==> src/rtl/toy_pack.sv <==
// rtl/toy_pack.sv - shared MSHR sizing constants
package toy_pack;

    // Size of the MSHR entry pool
    localparam int MSHR_ENTRY_NUM = 8;

    // Number of miss-request sources competing for entries
    localparam int MSHR_REQ_NUM   = 4;

endpackage

==> src/rtl/cmn_lead_one.sv <==
// rtl/cmn_lead_one.sv - lowest-index set-bit finder
//
// Purpose: reports whether any bit of vec is set and the index of the
//          lowest set bit.
// Ports:
//   vec    in   ENTRY_NUM     vector to search
//   found  out  1             any bit of vec set
//   index  out  INDEX_WIDTH   lowest set bit index (0 when none)
module cmn_lead_one #(
    parameter int ENTRY_NUM   = 8,
    parameter int INDEX_WIDTH = $clog2(ENTRY_NUM)
) (
    input  logic [ENTRY_NUM-1:0]   vec,
    output logic                   found,
    output logic [INDEX_WIDTH-1:0] index
);

    always_comb begin
        found = |vec;
        index = '0;
        // Scan downward so the last hit written is the lowest index.
        for (int i = ENTRY_NUM - 1; i >= 0; i--) begin
            if (vec[i]) begin
                index = INDEX_WIDTH'(i);
            end
        end
    end

endmodule

==> src/rtl/cmn_rr_arb.sv <==
// rtl/cmn_rr_arb.sv - combinational round-robin arbiter
//
// Purpose: picks the first requesting index at or after ptr, wrapping
//          modulo REQ_NUM. The pointer register lives in the caller.
// Ports:
//   req      in   REQ_NUM     request vector
//   ptr      in   REQ_WIDTH   highest-priority index (must be < REQ_NUM)
//   gnt_vld  out  1           some request was granted
//   gnt      out  REQ_NUM     one-hot grant
//   gnt_idx  out  REQ_WIDTH   index of the granted request
module cmn_rr_arb #(
    parameter int REQ_NUM   = 4,
    parameter int REQ_WIDTH = $clog2(REQ_NUM)
) (
    input  logic [REQ_NUM-1:0]   req,
    input  logic [REQ_WIDTH-1:0] ptr,
    output logic                 gnt_vld,
    output logic [REQ_NUM-1:0]   gnt,
    output logic [REQ_WIDTH-1:0] gnt_idx
);

    int                   pos;
    logic [REQ_WIDTH-1:0] sel;

    always_comb begin
        gnt_vld = 1'b0;
        gnt     = '0;
        gnt_idx = '0;
        pos     = 0;
        sel     = '0;
        for (int k = 0; k < REQ_NUM; k++) begin
            // ptr < REQ_NUM, so a single subtract implements the wrap.
            pos = int'(ptr) + k;
            if (pos >= REQ_NUM) begin
                pos = pos - REQ_NUM;
            end
            sel = REQ_WIDTH'(pos);
            if (!gnt_vld && req[sel]) begin
                gnt_vld  = 1'b1;
                gnt[sel] = 1'b1;
                gnt_idx  = sel;
            end
        end
    end

endmodule

==> src/rtl/mshr_alloc_arb.sv <==
// rtl/mshr_alloc_arb.sv - MSHR free-entry pre-allocation and request arbitration
//
// Purpose: keeps one free MSHR entry reserved in a pre-slot and grants it to
//          one miss requester per cycle in round-robin order. Owns the entry
//          busy bitmap (set on reservation, cleared on release).
// Ports:
//   clk            in   1              clock
//   rst_n          in   1              asynchronous active-low reset
//   v_req_vld      in   REQ_NUM        per-requester allocation request
//   v_req_rdy      out  REQ_NUM        one-hot grant (handshake = vld & rdy)
//   alloc_vld      out  1              an allocation completed last cycle
//   alloc_index    out  INDEX_WIDTH    entry granted
//   alloc_req_id   out  REQ_WIDTH      winning requester
//   v_release_vld  in   ENTRY_NUM      entries freed by the MSHR this cycle
//   v_entry_busy   out  ENTRY_NUM      busy bitmap, including pre-slot entry
//   free_cnt       out  INDEX_WIDTH+1  number of non-busy entries
//   full           out  1              all entries busy and pre-slot empty
module mshr_alloc_arb
    import toy_pack::*;
#(
    parameter int ENTRY_NUM   = MSHR_ENTRY_NUM,
    parameter int REQ_NUM     = MSHR_REQ_NUM,
    parameter int INDEX_WIDTH = $clog2(ENTRY_NUM),
    parameter int REQ_WIDTH   = $clog2(REQ_NUM)
) (
    input  logic                   clk,
    input  logic                   rst_n,
    input  logic [REQ_NUM-1:0]     v_req_vld,
    output logic [REQ_NUM-1:0]     v_req_rdy,
    output logic                   alloc_vld,
    output logic [INDEX_WIDTH-1:0] alloc_index,
    output logic [REQ_WIDTH-1:0]   alloc_req_id,
    input  logic [ENTRY_NUM-1:0]   v_release_vld,
    output logic [ENTRY_NUM-1:0]   v_entry_busy,
    output logic [INDEX_WIDTH:0]   free_cnt,
    output logic                   full
);

    localparam logic [0:0]           SLOT_EMPTY = 1'b0;
    localparam logic [0:0]           SLOT_HELD  = 1'b1;
    localparam logic [ENTRY_NUM-1:0] ENTRY_ONE  = ENTRY_NUM'(1);

    logic [0:0]             slot_state;
    logic [INDEX_WIDTH-1:0] slot_idx;
    logic [ENTRY_NUM-1:0]   busy;
    logic [REQ_WIDTH-1:0]   rr_ptr;

    logic                   held;
    logic [ENTRY_NUM-1:0]   free_vec;
    logic                   free_found;
    logic [INDEX_WIDTH-1:0] free_idx;
    logic [REQ_NUM-1:0]     arb_req;
    logic                   grant;
    logic [REQ_NUM-1:0]     arb_gnt;
    logic [REQ_WIDTH-1:0]   arb_idx;
    logic [ENTRY_NUM-1:0]   slot_mask;
    logic [ENTRY_NUM-1:0]   rel_eff;
    logic                   load;
    logic [ENTRY_NUM-1:0]   load_mask;
    logic [ENTRY_NUM-1:0]   busy_nxt;

    assign held     = (slot_state == SLOT_HELD);
    // The pre-slot entry is already marked busy, so it never shows up here.
    assign free_vec = ~busy;

    cmn_lead_one #(
        .ENTRY_NUM   (ENTRY_NUM),
        .INDEX_WIDTH (INDEX_WIDTH)
    ) u_free_pick (
        .vec   (free_vec),
        .found (free_found),
        .index (free_idx)
    );

    // Requests are only eligible while an entry sits in the pre-slot.
    assign arb_req = held ? v_req_vld : '0;

    cmn_rr_arb #(
        .REQ_NUM   (REQ_NUM),
        .REQ_WIDTH (REQ_WIDTH)
    ) u_rr_arb (
        .req     (arb_req),
        .ptr     (rr_ptr),
        .gnt_vld (grant),
        .gnt     (arb_gnt),
        .gnt_idx (arb_idx)
    );

    assign v_req_rdy = arb_gnt;

    // Releases of idle entries or of the reserved pre-slot entry are dropped.
    assign slot_mask = held ? (ENTRY_ONE << slot_idx) : '0;
    assign rel_eff   = v_release_vld & busy & ~slot_mask;

    // Refill the pre-slot when it is empty or being handed out this cycle.
    // The search uses the pre-edge bitmap, so same-cycle releases wait.
    assign load      = free_found && (!held || grant);
    assign load_mask = load ? (ENTRY_ONE << free_idx) : '0;
    assign busy_nxt  = (busy & ~rel_eff) | load_mask;

    always_ff @(posedge clk or negedge rst_n) begin
        if (!rst_n) begin
            slot_state   <= SLOT_EMPTY;
            slot_idx     <= '0;
            busy         <= '0;
            rr_ptr       <= '0;
            alloc_vld    <= 1'b0;
            alloc_index  <= '0;
            alloc_req_id <= '0;
        end else begin
            busy      <= busy_nxt;
            alloc_vld <= grant;
            if (load) begin
                slot_state <= SLOT_HELD;
                slot_idx   <= free_idx;
            end else if (grant) begin
                slot_state <= SLOT_EMPTY;
            end
            if (grant) begin
                alloc_index  <= slot_idx;
                alloc_req_id <= arb_idx;
                rr_ptr       <= (arb_idx == REQ_WIDTH'(REQ_NUM - 1)) ? '0 : arb_idx + 1'b1;
            end
        end
    end

    assign v_entry_busy = busy;
    assign full         = (&busy) && !held;

    always_comb begin
        free_cnt = '0;
        for (int i = 0; i < ENTRY_NUM; i++) begin
            free_cnt = free_cnt + {{INDEX_WIDTH{1'b0}}, free_vec[i]};
        end
    end

    a_release_legal: assert property (
        @(posedge clk) disable iff (!rst_n)
        (v_release_vld & ~(busy & ~slot_mask)) == '0
    );

endmodule

==> config.mk <==
export PLATFORM = sky130hd
export DESIGN_NAME = mshr_alloc_arb
export DESIGN_NICKNAME = d
export VERILOG_FILES = /design/src/rtl/toy_pack.sv /design/src/rtl/cmn_lead_one.sv /design/src/rtl/cmn_rr_arb.sv /design/src/rtl/mshr_alloc_arb.sv
export SDC_FILE = /design/constraint.sdc
export NUM_CORES = 1
export LEC_CHECK = 0
export CORE_ASPECT_RATIO = 1.25
export CORE_MARGIN = 1.5
export CORE_UTILIZATION = 53
export DETAILED_ROUTE_END_ITERATION = 6
export PLACE_DENSITY = 0.91
export SYNTH_ARGS = -nofsm -noshare
export SYNTH_HDL_FRONTEND = slang
export SYNTH_SLANG_ARGS = --single-unit
==> constraint.sdc <==
create_clock -name clk -period 7.5 [get_ports clk]
set_input_delay 1.5 -clock clk [delete_from_list [all_inputs] [get_ports clk]]
set_output_delay 1.5 -clock clk [all_outputs]
set_load 0.005 [all_outputs]
==> results_dict.tcl <==
set metrics [dict create \
    hold_path_class "reg2reg" \
    globalRouteMet2Util 0.4594 \
    fmax_ghz 0.1836 \
    tightest_slew_ns 0.8502 \
    die_height_um 63.25 \
    finalNetCount 232 \
    ff2ff_path_depth 7 \
    place_area_um2 1913 \
    min_from "alloc_index[0]" \
    cts_setup_buffers 0 \
    port_buffers 36 \
    cp-end-kind "output port" \
    cts_made_buffers 3 \
    ios 37 \
    ys.warnings.count 0 \
    vdd_ir_drop_max_v 0.0005255 \
    fin_setup_tns_ns 0 \
    cp-startpoint "v_req_vld[3]" \
    cts_tree "yes" \
    rsz0062_at_grt "false" \
    slew_headroom 0.4314 \
    cp_common_cell "clkdlybuf4s50_1" \
    place_congestion 0.8565 \
    synthCells 166 \
    syn_avg_cell_area_um2 9.271 \
    die_x_um 51.20 \
    routedWlPerCell_um 15.87 \
    hold_viol 0 \
    diodes 0 \
    path_cells "clkdlybuf4s50_1 -> mux4_2 -> nand3b_1 -> nor2_1 -> a22oi_1 -> o21ai_0 -> clkdlybuf4s50_1" \
    cts_htree_levels 1 \
    synth_top_flop_cell "dfrtp_1" \
    synthesis.nets 196 \
    syn_to_final_growth_pct 27.72 \
    p_leak_nw 0.8526 \
    synth_edf_count 0 \
    drc 0 \
    place_ws_ns 2.132 \
    yosys_register_bits 20 \
    fin_cells 235 \
    arrival_ns 3.95 \
    clk_pin_slew_worst_paths_ns 0.11 \
    cp_top_family "buffers and inverters" \
    final_core_util 0.7193 \
    wl_um 3730 \
    drt-pass1-iter-count 4 \
    min_period_ns 5.447 \
    post-dp-hpwl_um 2901 \
    grt.total_usage 0.2558 \
    rr_endpoint "rr_ptr[1]" \
    met3_usage 0.02133 \
    postLayoutSetupSlackWorst_ns 2.053 \
    grt_overflow_total 0 \
    cts_max_path_buffers 2 \
    finalSetupViolations 0 \
    powerDensity_nw_per_um2 452.3 \
    vias 1412 \
    whs_endpoint "alloc_index[0]" \
    synth_seq_area_share 0.3252 \
    drive_gt1_frac 0.05473 \
    whs_path_depth 2 \
    slew_viol_final 0 \
    slowest_delay_ns 0.63 \
    final_area_um2 1966 \
    grt_use_met1 0.3155 \
    cp_num_buf_inv 2 \
    synthArstFlopShare 1.000 \
    drv_cap 0 \
    reg2reg_slack_ns 4.80 \
    grt_pass1_vias 1431 \
    worstSkewPairLatency_ns 0.31 \
    grt_pass1_wl_um 6368 \
    drtIter0Drc 82 \
    outcome "completed" \
    worst_hold_slack_ns 0.4909 \
    std_cell_rows 21 \
    globalRoute.busiestLayer "met2" \
    synthesis.area_um2 1539 \
    cp-start-kind "input port" \
    cts-resized-gates 0 \
    antenna_found_initial 0 \
    vias_per_cell 6.009 \
    dp_cells 231 \
    synth_cell_type_count 41 \
    slowest_stage "mux4_2" \
    die-area_um2 3238 \
    root_buffer "clkbuf_4" \
    cp_max_fo 9 \
    worstSetupPathType "in2out" \
    period_share 0.7262 \
    grt_max_degree 21 \
    finalPower_uw 889.0 \
    finClkSkew_ns 0.004897 \
    cts_hold_buf 0 \
    cp.required_ns 6.00 \
    initial_utilization 0.5632 \
    cts.sinks 20 \
    ant_nets 0 \
    core-area_um2 2733 \
]
==> cell usage after synthesis (2+ instances only) <==
| cell | n | area, µm² |
|---|---|---|
| nand2_1 | 25 | 93.84 |
| o21a_1 | 2 | 15.01 |
| inv_1 | 16 | 60.06 |
| a21o_1 | 2 | 15.01 |
| a22oi_1 | 8 | 60.06 |
| ha_1 | 12 | 150.1 |
| dfrtp_1 | 20 | 500.5 |
| a21oi_1 | 7 | 35.03 |
| mux2_2 | 2 | 22.52 |
| xnor2_1 | 2 | 17.52 |
| nand2b_1 | 6 | 37.54 |
| nor2_1 | 6 | 22.52 |
| a221oi_1 | 2 | 17.52 |
| fa_1 | 4 | 80.08 |
| a32o_1 | 2 | 20.02 |
| mux2i_1 | 7 | 70.07 |
| clkbuf_1 | 2 | 7.510 |
| o21ai_0 | 17 | 85.08 |
| buf_2 | 2 | 10.01 |
==> cell usage in the layout, fill, tap and decap left out, types with 3 or more instances in the layout <==
cell | Yosys | layout
fa_1 | 4 | 4
clkbuf_4 | 0 | 3
nand2b_1 | 6 | 6
mux2i_1 | 7 | 7
nor2_1 | 6 | 6
a21oi_1 | 7 | 7
clkdlybuf4s50_1 | 0 | 36
nand2_1 | 25 | 25
a22oi_1 | 8 | 8
o21ai_0 | 17 | 17
inv_1 | 16 | 16
ha_1 | 12 | 12
dfrtp_1 | 20 | 20
==> cells by family (layout without fill, tap and decap cells) <==
logic type	count (synthesis)	after routing	share of synthesized area
fa+ha+maj	16	16	0.1496
mux	11	11	0.09187
compound gates	50	50	0.2211
simple gates	46	46	0.1431
buf+inv	21	56	0.05773
xor+xnor	2	2	0.01138
flops	20	20	0.3252
==> per-layer routing <==
layer | wire, µm | vias to the layer above
met5 | 0 | -
met4 | 86 | 0
met3 | 181 | 11
met2 | 1972 | 70
met1 | 1490 | 672
li1 | - | 659
==> state kept, by name (all words and copies together), names as in the netlist, named ones only <==
name,cells
v_entry_busy,8
alloc_index,3
alloc_vld,1
alloc_req_id,2
slot_idx,3
held,1
rr_ptr,1
==> power breakdown <==
group | internal (mW) | leakage (nW) | switching [mW]
Clock | 0.0541 | 0.0279 | 0.0335
Sequential | 0.145 | 0.244 | 0.0603
Combinational | 0.328 | 0.580 | 0.268
==> tightest hold or removal path: stages (launching register included) <==
cell	delay [ns]
dfrtp_1	0.35
nand2_1	0.05
nand2_1	0.06
==> worst max-delay path by stage <==
stage / slack, ns / endpoint / cells after the start
finish: 2.05 / v_req_rdy[0] / 7
global route: 1.93 / v_req_rdy[3] / 7
CTS: 2.12 / v_req_rdy[0] / 7
detailed placement: 2.13 / v_req_rdy[0] / 7
global placement: 2.26 / v_req_rdy[2] / 7
floorplan: 3.23 / v_req_rdy[0] / 6
==> area by class of cell <==
class	count	area (µm²)
clock buffer	3	22.52
clock inverter	1	30.03
fill	223	767.0
inverter	16	60.06
multi-input combinational	125	949.7
sequential	20	500.5
tap	34	42.54
timing repair buffer	36	360.3
Note: power is estimated with default switching activity, not from simulation.
